$ cat src/rtl/hazard_ctrl_p_if.sv
// rtl/hazard_ctrl_p_if.sv - pipeline hazard controller signal bundle
interface hazard_ctrl_p_if #(
    parameter int REG_AW = 3,
    parameter int CNT_W  = 16
);
    logic              mem_en_ID_EX;
    logic              mem_wr_ID_EX;
    logic [REG_AW-1:0] w1_reg_ID_EX;
    logic [REG_AW-1:0] read_reg1;
    logic [REG_AW-1:0] read_reg2;
    logic              rd1_used;
    logic              rd2_used;
    logic              reg_en;
    logic              mem_en;
    logic              mem_wr;
    logic              mem_busy;
    logic              mem_done;
    logic              branch_taken;
    logic              cnt_clr;
    logic              reg_en_f;
    logic              mem_en_f;
    logic              mem_wr_f;
    logic              pause_pc;
    logic              wrt_IF_ID;
    logic              flush_IF_ID;
    logic              freeze_pipe;
    logic [CNT_W-1:0]  stall_cycles;

    modport master (
        output mem_en_ID_EX, mem_wr_ID_EX, w1_reg_ID_EX, read_reg1, read_reg2,
               rd1_used, rd2_used, reg_en, mem_en, mem_wr, mem_busy, mem_done,
               branch_taken, cnt_clr,
        input  reg_en_f, mem_en_f, mem_wr_f, pause_pc, wrt_IF_ID, flush_IF_ID,
               freeze_pipe, stall_cycles
    );

    modport slave (
        input  mem_en_ID_EX, mem_wr_ID_EX, w1_reg_ID_EX, read_reg1, read_reg2,
               rd1_used, rd2_used, reg_en, mem_en, mem_wr, mem_busy, mem_done,
               branch_taken, cnt_clr,
        output reg_en_f, mem_en_f, mem_wr_f, pause_pc, wrt_IF_ID, flush_IF_ID,
               freeze_pipe, stall_cycles
    );
endinterface

$ cat src/rtl/hazard_ctrl_p.sv
// rtl/hazard_ctrl_p.sv - load-use / cache-miss / branch hazard controller
module hazard_ctrl_p #(
    parameter int REG_AW     = 3,
    parameter int LU_BUBBLES = 1,
    parameter int CNT_W      = 16
) (
    input  logic           clk,
    input  logic           rst,
    hazard_ctrl_p_if.slave hz
);
    typedef enum logic [1:0] {RUN, LU_STALL, MEM_WAIT} state_t;

    state_t           state_q, state_d;
    logic [2:0]       bub_q, bub_d;
    logic             br_q, br_d;
    logic [CNT_W-1:0] cnt_q, cnt_d;

    logic [REG_AW-1:0] w1, r1, r2;
    logic              hazard;
    logic              br_any;

    assign w1     = hz.w1_reg_ID_EX;
    assign r1     = hz.read_reg1;
    assign r2     = hz.read_reg2;
    assign hazard = hz.mem_en_ID_EX & ~hz.mem_wr_ID_EX &
                    ((hz.rd1_used & (w1 == r1)) | (hz.rd2_used & (w1 == r2)));
    // A branch seen while frozen is replayed as a flush on the first free cycle
    assign br_any = hz.branch_taken | br_q;

    always_comb begin
        state_d        = state_q;
        bub_d          = bub_q;
        br_d           = br_q;
        hz.reg_en_f    = hz.reg_en;
        hz.mem_en_f    = hz.mem_en;
        hz.mem_wr_f    = hz.mem_wr;
        hz.pause_pc    = 1'b0;
        hz.wrt_IF_ID   = 1'b1;
        hz.flush_IF_ID = 1'b0;
        hz.freeze_pipe = 1'b0;

        case (state_q)
            MEM_WAIT: begin
                hz.freeze_pipe = 1'b1;
                hz.pause_pc    = 1'b1;
                hz.wrt_IF_ID   = 1'b0;
                br_d           = br_any;
                if (hz.mem_done) begin
                    state_d = (bub_q != 3'd0) ? LU_STALL : RUN;
                end
            end
            default: begin
                if (hz.mem_busy) begin
                    hz.freeze_pipe = 1'b1;
                    hz.pause_pc    = 1'b1;
                    hz.wrt_IF_ID   = 1'b0;
                    if (state_q == LU_STALL) begin
                        hz.reg_en_f = 1'b0;
                        hz.mem_en_f = 1'b0;
                        hz.mem_wr_f = 1'b0;
                    end
                    br_d    = br_any;
                    state_d = MEM_WAIT;
                end else if (br_any) begin
                    hz.flush_IF_ID = 1'b1;
                    br_d           = 1'b0;
                    bub_d          = 3'd0;
                    state_d        = RUN;
                end else if (state_q == LU_STALL || hazard) begin
                    hz.reg_en_f  = 1'b0;
                    hz.mem_en_f  = 1'b0;
                    hz.mem_wr_f  = 1'b0;
                    hz.pause_pc  = 1'b1;
                    hz.wrt_IF_ID = 1'b0;
                    if (state_q == LU_STALL) begin
                        bub_d   = bub_q - 3'd1;
                        state_d = (bub_q == 3'd1) ? RUN : LU_STALL;
                    end else if (LU_BUBBLES > 1) begin
                        bub_d   = 3'(LU_BUBBLES - 1);
                        state_d = LU_STALL;
                    end
                end
            end
        endcase

        if (rst) begin
            hz.reg_en_f    = 1'b0;
            hz.mem_en_f    = 1'b0;
            hz.mem_wr_f    = 1'b0;
            hz.pause_pc    = 1'b1;
            hz.wrt_IF_ID   = 1'b0;
            hz.flush_IF_ID = 1'b0;
            hz.freeze_pipe = 1'b0;
        end
    end

    always_comb begin
        cnt_d = cnt_q;
        if (hz.cnt_clr) begin
            cnt_d = '0;
        end else if (hz.pause_pc && (cnt_q != {CNT_W{1'b1}})) begin
            cnt_d = cnt_q + 1'b1;
        end
    end

    always_ff @(posedge clk) begin
        if (rst) begin
            state_q <= RUN;
            bub_q   <= 3'd0;
            br_q    <= 1'b0;
            cnt_q   <= '0;
        end else begin
            state_q <= state_d;
            bub_q   <= bub_d;
            br_q    <= br_d;
            cnt_q   <= cnt_d;
        end
    end

    assign hz.stall_cycles = cnt_q;
endmodule
$ cat src/flat_wrapper.sv
// flat-port wrapper written by rule: the top's interface ports become plain ports
module hazard_ctrl_p_flat 
#(
    parameter int REG_AW     = 3,
    parameter int LU_BUBBLES = 1,
    parameter int CNT_W      = 16
)
  (clk, rst, hz_mem_en_ID_EX, hz_mem_wr_ID_EX, hz_w1_reg_ID_EX, hz_read_reg1, hz_read_reg2, hz_rd1_used, hz_rd2_used, hz_reg_en, hz_mem_en, hz_mem_wr, hz_mem_busy, hz_mem_done, hz_branch_taken, hz_cnt_clr, hz_reg_en_f, hz_mem_en_f, hz_mem_wr_f, hz_pause_pc, hz_wrt_IF_ID, hz_flush_IF_ID, hz_freeze_pipe, hz_stall_cycles);
  hazard_ctrl_p_if #(.REG_AW(REG_AW), .CNT_W(CNT_W)) hz_i ();
  input  logic clk;
  input  logic rst;
  input wire logic [$bits(hz_i.mem_en_ID_EX)-1:0] hz_mem_en_ID_EX;
  input wire logic [$bits(hz_i.mem_wr_ID_EX)-1:0] hz_mem_wr_ID_EX;
  input wire logic [$bits(hz_i.w1_reg_ID_EX)-1:0] hz_w1_reg_ID_EX;
  input wire logic [$bits(hz_i.read_reg1)-1:0] hz_read_reg1;
  input wire logic [$bits(hz_i.read_reg2)-1:0] hz_read_reg2;
  input wire logic [$bits(hz_i.rd1_used)-1:0] hz_rd1_used;
  input wire logic [$bits(hz_i.rd2_used)-1:0] hz_rd2_used;
  input wire logic [$bits(hz_i.reg_en)-1:0] hz_reg_en;
  input wire logic [$bits(hz_i.mem_en)-1:0] hz_mem_en;
  input wire logic [$bits(hz_i.mem_wr)-1:0] hz_mem_wr;
  input wire logic [$bits(hz_i.mem_busy)-1:0] hz_mem_busy;
  input wire logic [$bits(hz_i.mem_done)-1:0] hz_mem_done;
  input wire logic [$bits(hz_i.branch_taken)-1:0] hz_branch_taken;
  input wire logic [$bits(hz_i.cnt_clr)-1:0] hz_cnt_clr;
  output wire logic [$bits(hz_i.reg_en_f)-1:0] hz_reg_en_f;
  output wire logic [$bits(hz_i.mem_en_f)-1:0] hz_mem_en_f;
  output wire logic [$bits(hz_i.mem_wr_f)-1:0] hz_mem_wr_f;
  output wire logic [$bits(hz_i.pause_pc)-1:0] hz_pause_pc;
  output wire logic [$bits(hz_i.wrt_IF_ID)-1:0] hz_wrt_IF_ID;
  output wire logic [$bits(hz_i.flush_IF_ID)-1:0] hz_flush_IF_ID;
  output wire logic [$bits(hz_i.freeze_pipe)-1:0] hz_freeze_pipe;
  output wire logic [$bits(hz_i.stall_cycles)-1:0] hz_stall_cycles;
  assign hz_i.mem_en_ID_EX = hz_mem_en_ID_EX;
  assign hz_i.mem_wr_ID_EX = hz_mem_wr_ID_EX;
  assign hz_i.w1_reg_ID_EX = hz_w1_reg_ID_EX;
  assign hz_i.read_reg1 = hz_read_reg1;
  assign hz_i.read_reg2 = hz_read_reg2;
  assign hz_i.rd1_used = hz_rd1_used;
  assign hz_i.rd2_used = hz_rd2_used;
  assign hz_i.reg_en = hz_reg_en;
  assign hz_i.mem_en = hz_mem_en;
  assign hz_i.mem_wr = hz_mem_wr;
  assign hz_i.mem_busy = hz_mem_busy;
  assign hz_i.mem_done = hz_mem_done;
  assign hz_i.branch_taken = hz_branch_taken;
  assign hz_i.cnt_clr = hz_cnt_clr;
  assign hz_reg_en_f = hz_i.reg_en_f;
  assign hz_mem_en_f = hz_i.mem_en_f;
  assign hz_mem_wr_f = hz_i.mem_wr_f;
  assign hz_pause_pc = hz_i.pause_pc;
  assign hz_wrt_IF_ID = hz_i.wrt_IF_ID;
  assign hz_flush_IF_ID = hz_i.flush_IF_ID;
  assign hz_freeze_pipe = hz_i.freeze_pipe;
  assign hz_stall_cycles = hz_i.stall_cycles;
  hazard_ctrl_p #(.REG_AW(REG_AW), .LU_BUBBLES(LU_BUBBLES), .CNT_W(CNT_W)) u_core (.clk(clk), .rst(rst), .hz(hz_i));
endmodule
$ cat config.mk
export PLATFORM = sky130hd
export DESIGN_NAME = hazard_ctrl_p_flat
export DESIGN_NICKNAME = d
export VERILOG_FILES = /design/src/rtl/hazard_ctrl_p_if.sv /design/src/rtl/hazard_ctrl_p.sv /design/src/flat_wrapper.sv
export SDC_FILE = /design/constraint.sdc
export NUM_CORES = 1
export LEC_CHECK = 0
export ABC_AREA = 1
export CAP_MARGIN = 20
export CORE_MARGIN = 5
export CORE_UTILIZATION = 50
export CTS_CLUSTER_SIZE = 8
export DETAILED_ROUTE_END_ITERATION = 10
export GPL_TIMING_DRIVEN = 0
export PLACE_DENSITY_LB_ADDON = 0.25
export SYNTH_ARGS = -nofsm -noshare
export SYNTH_HDL_FRONTEND = slang
export SYNTH_SLANG_ARGS = --single-unit
$ cat constraint.sdc
create_clock -name clk -period 3.99 [get_ports clk]
set_input_delay 0.798 -clock clk [delete_from_list [all_inputs] [get_ports clk]]
set_output_delay 0.798 -clock clk [all_outputs]
set_load 0.02 [all_outputs]
==> flow_metrics.py <==
metrics = {
    "cts": {
        "clock_sink_count": 22,
        "postCtsResizedCells": 0,
        "cts-htree-levels": 1,
        "cts-hold-fix-buffers": 0,
        "max-clock-path-buffers": 2,
        "tritoncts.num_buffers": 3,
        "cts_tree": "yes",
        "path_clk_slew_ns": 0.11,
        "cts_root_buffer": "sky130_fd_sc_hd__clkbuf_4",
        "worst_skew_pair.late_latency_ns": 0.31,
        "post-cts-setup-buffer-count": 0,
    },
    "die": {
        "die_height_um": 65.0,
        "num_io_pins": 45,
        "core-area_um2": 2980,
        "rows": 20,
        "dieWidth_um": 65.0,
        "initial_utilization_pct": 50.8,
        "die_area_um2": 4220,
    },
    "detailed_routing": {
        "route.vias.total": 1605,
        "dr_wl_met3_um": 194,
        "wl_met1_mm": 1.75,
        "wl_met2_mm": 1.69,
        "antenna_violating_nets_post_route": 0,
        "highest-signal-layer": "met4",
        "via_per_inst": 5.10,
        "drt-wirelength-per-cell_um": 11.6,
        "drt_iter0_drc": 80,
        "drcViolationCount": 0,
        "totalWireLength_mm": 3.65,
        "firstDrtPassIters": 4,
    },
    "worst_setup_path": {
        "critical_path_required_ns": 3.19,
        "regToRegSetupSlack_ns": 1.98,
        "rr_worst_depth": 10,
        "endpoint_kind": "output pin",
        "rr_endpoint": "u_core.hz.stall_cycles[6]",
        "worstPathMaxFanout": 10,
        "worst_ep_arrival_time_ns": 2.97,
        "reg2reg_from": "u_core.hz.stall_cycles[0]",
        "cp-start-kind": "primary input",
        "worstSetupPathType": "in -> out",
    },
    "grt": {
        "grt_usage_pct": 18.2,
        "maximum_number_of_pins_on_one_net_before_global_route_repair": 13,
        "number_of_global_route_vias_before_repair": 1471,
        "globalRoute.totalOverflow": 0,
        "grt_first_pass_wirelength_mm": 6.24,
        "antenna_found_initial": 0,
    },
    "worst_hold_path": {
        "holdPathEnd": "u_core.state_q[1]",
        "holdPathStages": 2,
        "min-delay-path-class": "reg -> reg",
        "min_from": "u_core.state_q[1]",
    },
    "placed_design": {
        "detailed_place_hpwl_mm": 2.78,
        "count_of_input_and_output_buffers": 44,
        "gpl.final_weighted_congestion": 0.908,
    },
    "timing": {
        "max_slew_margin_pct": 67.0,
        "rsz0062_at_grt": "false",
        "final_report_max_slew_violation_count": 0,
        "clock.fmax_mhz": 265,
        "hold_viol_final": 0,
        "post-route-period-util_pct": 94.5,
        "timing.setup.tns_ns": 0,
        "timing.final.crit_period_ns": 3.77,
        "setup_viol": 0,
        "finClkSkew_ns": 0.0145,
        "worstMarginPinSlew_ns": 0.495,
    },
    "cells_and_area": {
        "most-common-layout-cells": "sky130_fd_sc_hd__nand2_1 (60), sky130_fd_sc_hd__clkdlybuf4s50_1 (44), sky130_fd_sc_hd__inv_1 (29)",
        "antenna-diode-count": 0,
        "num-nets-final": 309,
        "syn2layout_area_growth_pct": 34.3,
        "layout-drive-gt1-share_pct": 5.67,
        "most_frequent_standard_cell_in_the_layout_excluding_fill_and_tap_cells": "sky130_fd_sc_hd__nand2_1",
    },
    "power": {
        "vdd.ir_drop.worst_uv": 186,
        "power.density_cell_area_nw_per_um2": 226,
        "relative_contribution_of_the_clock_network_to_total_power_pct": 26.5,
        "p_switching_uw": 127,
        "netSwitchingFraction_pct": 27.7,
        "seq_power_share_pct": 49.9,
        "intPower_uw": 331,
        "report.power.total_uw": 459,
        "power_leakage_uw": 0.000838,
        "share_of_total_power_in_combinational_logic_pct": 23.6,
    },
    "synthesis": {
        "yosys_register_bits": 22,
        "syn_nets": 260,
        "synth_area_per_cell_um2": 6.46,
        "ys_types": 28,
        "ys_seq_area_share_pct": 29.1,
        "yosysWarningCount": 0,
        "postSynthCellCount": 234,
        "mappedNetlistArea_um2": 1510,
    },
    "outcome": {
        "status": "finished, final reports clean",
    },
    "job": {
        "number_of_max_capacitance_violations_reported": 0,
    },
}
==> flip-flops by register name (all words and copies together) (netlist names) <==
name / flops
u_core.bub_q: 3
u_core.br_q: 1
u_core.hz.stall_cycles: 16
u_core.state_q: 2
==> how the worst max path moves through the flow <==
stage | startpoint | end
after CTS | hz_w1_reg_ID_EX[0] | hz_pause_pc
final | hz_w1_reg_ID_EX[2] | hz_pause_pc
after detailed placement | hz_w1_reg_ID_EX[0] | hz_pause_pc
after global routing | hz_w1_reg_ID_EX[0] | hz_pause_pc
after global placement | hz_w1_reg_ID_EX[0] | hz_pause_pc
after floorplan | hz_read_reg2[1] | hz_wrt_IF_ID
==> power groups by stage <==
stage	clock network [uW]	logic [uW]	registers (uW)
floorplan	0	59.1	235
global placement	0	106	234
detailed placement	0	108	234
CTS	124	108	229
global route	136	120	230
finish	121	108	229
==> cells in the mapped netlist (all sizes together) <==
| master | count | area [um2] |
|---|---|---|
| nor4 | 1 | 6.26 |
| nor2 | 24 | 100 |
| nand2 | 62 | 243 |
| inv | 30 | 113 |
| nand4 | 3 | 33.8 |
| xnor2 | 5 | 43.8 |
| o22ai | 1 | 6.26 |
| nor3 | 9 | 56.3 |
| buf | 4 | 31.3 |
| o221ai | 1 | 8.76 |
| nand3 | 27 | 140 |
| o21ai | 5 | 25.0 |
| xor2 | 9 | 78.8 |
| nand3b | 1 | 7.51 |
| a21oi | 24 | 120 |
| dfxtp | 22 | 440 |
| clkbuf | 2 | 7.51 |
| ha | 4 | 50.1 |
==> cells by family after synthesis <==
kind of cell | synth area share, %
AND/OR/NAND/NOR | 38.8
buffers and inverters | 10.0
AO/OA/AOI/OAI | 10.6
flip-flops | 29.1
XOR/XNOR | 8.11
adder cells (fa/ha/maj) | 3.31
==> stage by stage <==
step | std cells | instance area (um2) | worst slack [ns] | hold slack (ns) | utilization [%]
4_1_cts | 315 | 2030 | 0.206 | 0.488 | 68.2
5_1_grt | 315 | 2030 | 0.0168 | 0.524 | 68.2
3_5_place_dp | 311 | 1990 | 0.211 | 0.471 | 66.9
6_report | 315 | 2030 | 0.220 | 0.486 | 68.2
2_1_floorplan | 234 | 1510 | 1.38 | 0.440 | -
3_3_place_gp | 311 | 1990 | 0.222 | 0.465 | 66.9
==> critical path, cell delays in order <==
cell and delay (ns):
sky130_fd_sc_hd__clkdlybuf4s50_1 0.52, sky130_fd_sc_hd__inv_1 0.05, sky130_fd_sc_hd__nand2_1 0.05, sky130_fd_sc_hd__nand2_1 0.05
sky130_fd_sc_hd__nor2_1 0.08, sky130_fd_sc_hd__nand2_1 0.06, sky130_fd_sc_hd__nand2_1 0.06, sky130_fd_sc_hd__nand2_1 0.05
sky130_fd_sc_hd__nand2_1 0.07, sky130_fd_sc_hd__nand2_1 0.05, sky130_fd_sc_hd__nand2_1 0.13, sky130_fd_sc_hd__buf_4 0.19
sky130_fd_sc_hd__buf_4 0.19, sky130_fd_sc_hd__clkdlybuf4s50_1 0.62
==> metal layers <==
metal	vias to the layer above	GRT usage, %
met3	2	3.12
li1	843	-
met4	0	5.01
met5	-	0
met2	41	30.5
met1	719	24.0
==> final cells by class <==
class	instances	area, um2
Multi-Input combinational cell	176	920
Buffer	6	38.8
Timing Repair Buffer	44	440
Sequential cell	22	440
Inverter	30	113
Tap cell	33	41.3
Fill cell	267	948
Clock buffer	4	36.3
No activity file was read; power rests on OpenSTA's default activity.
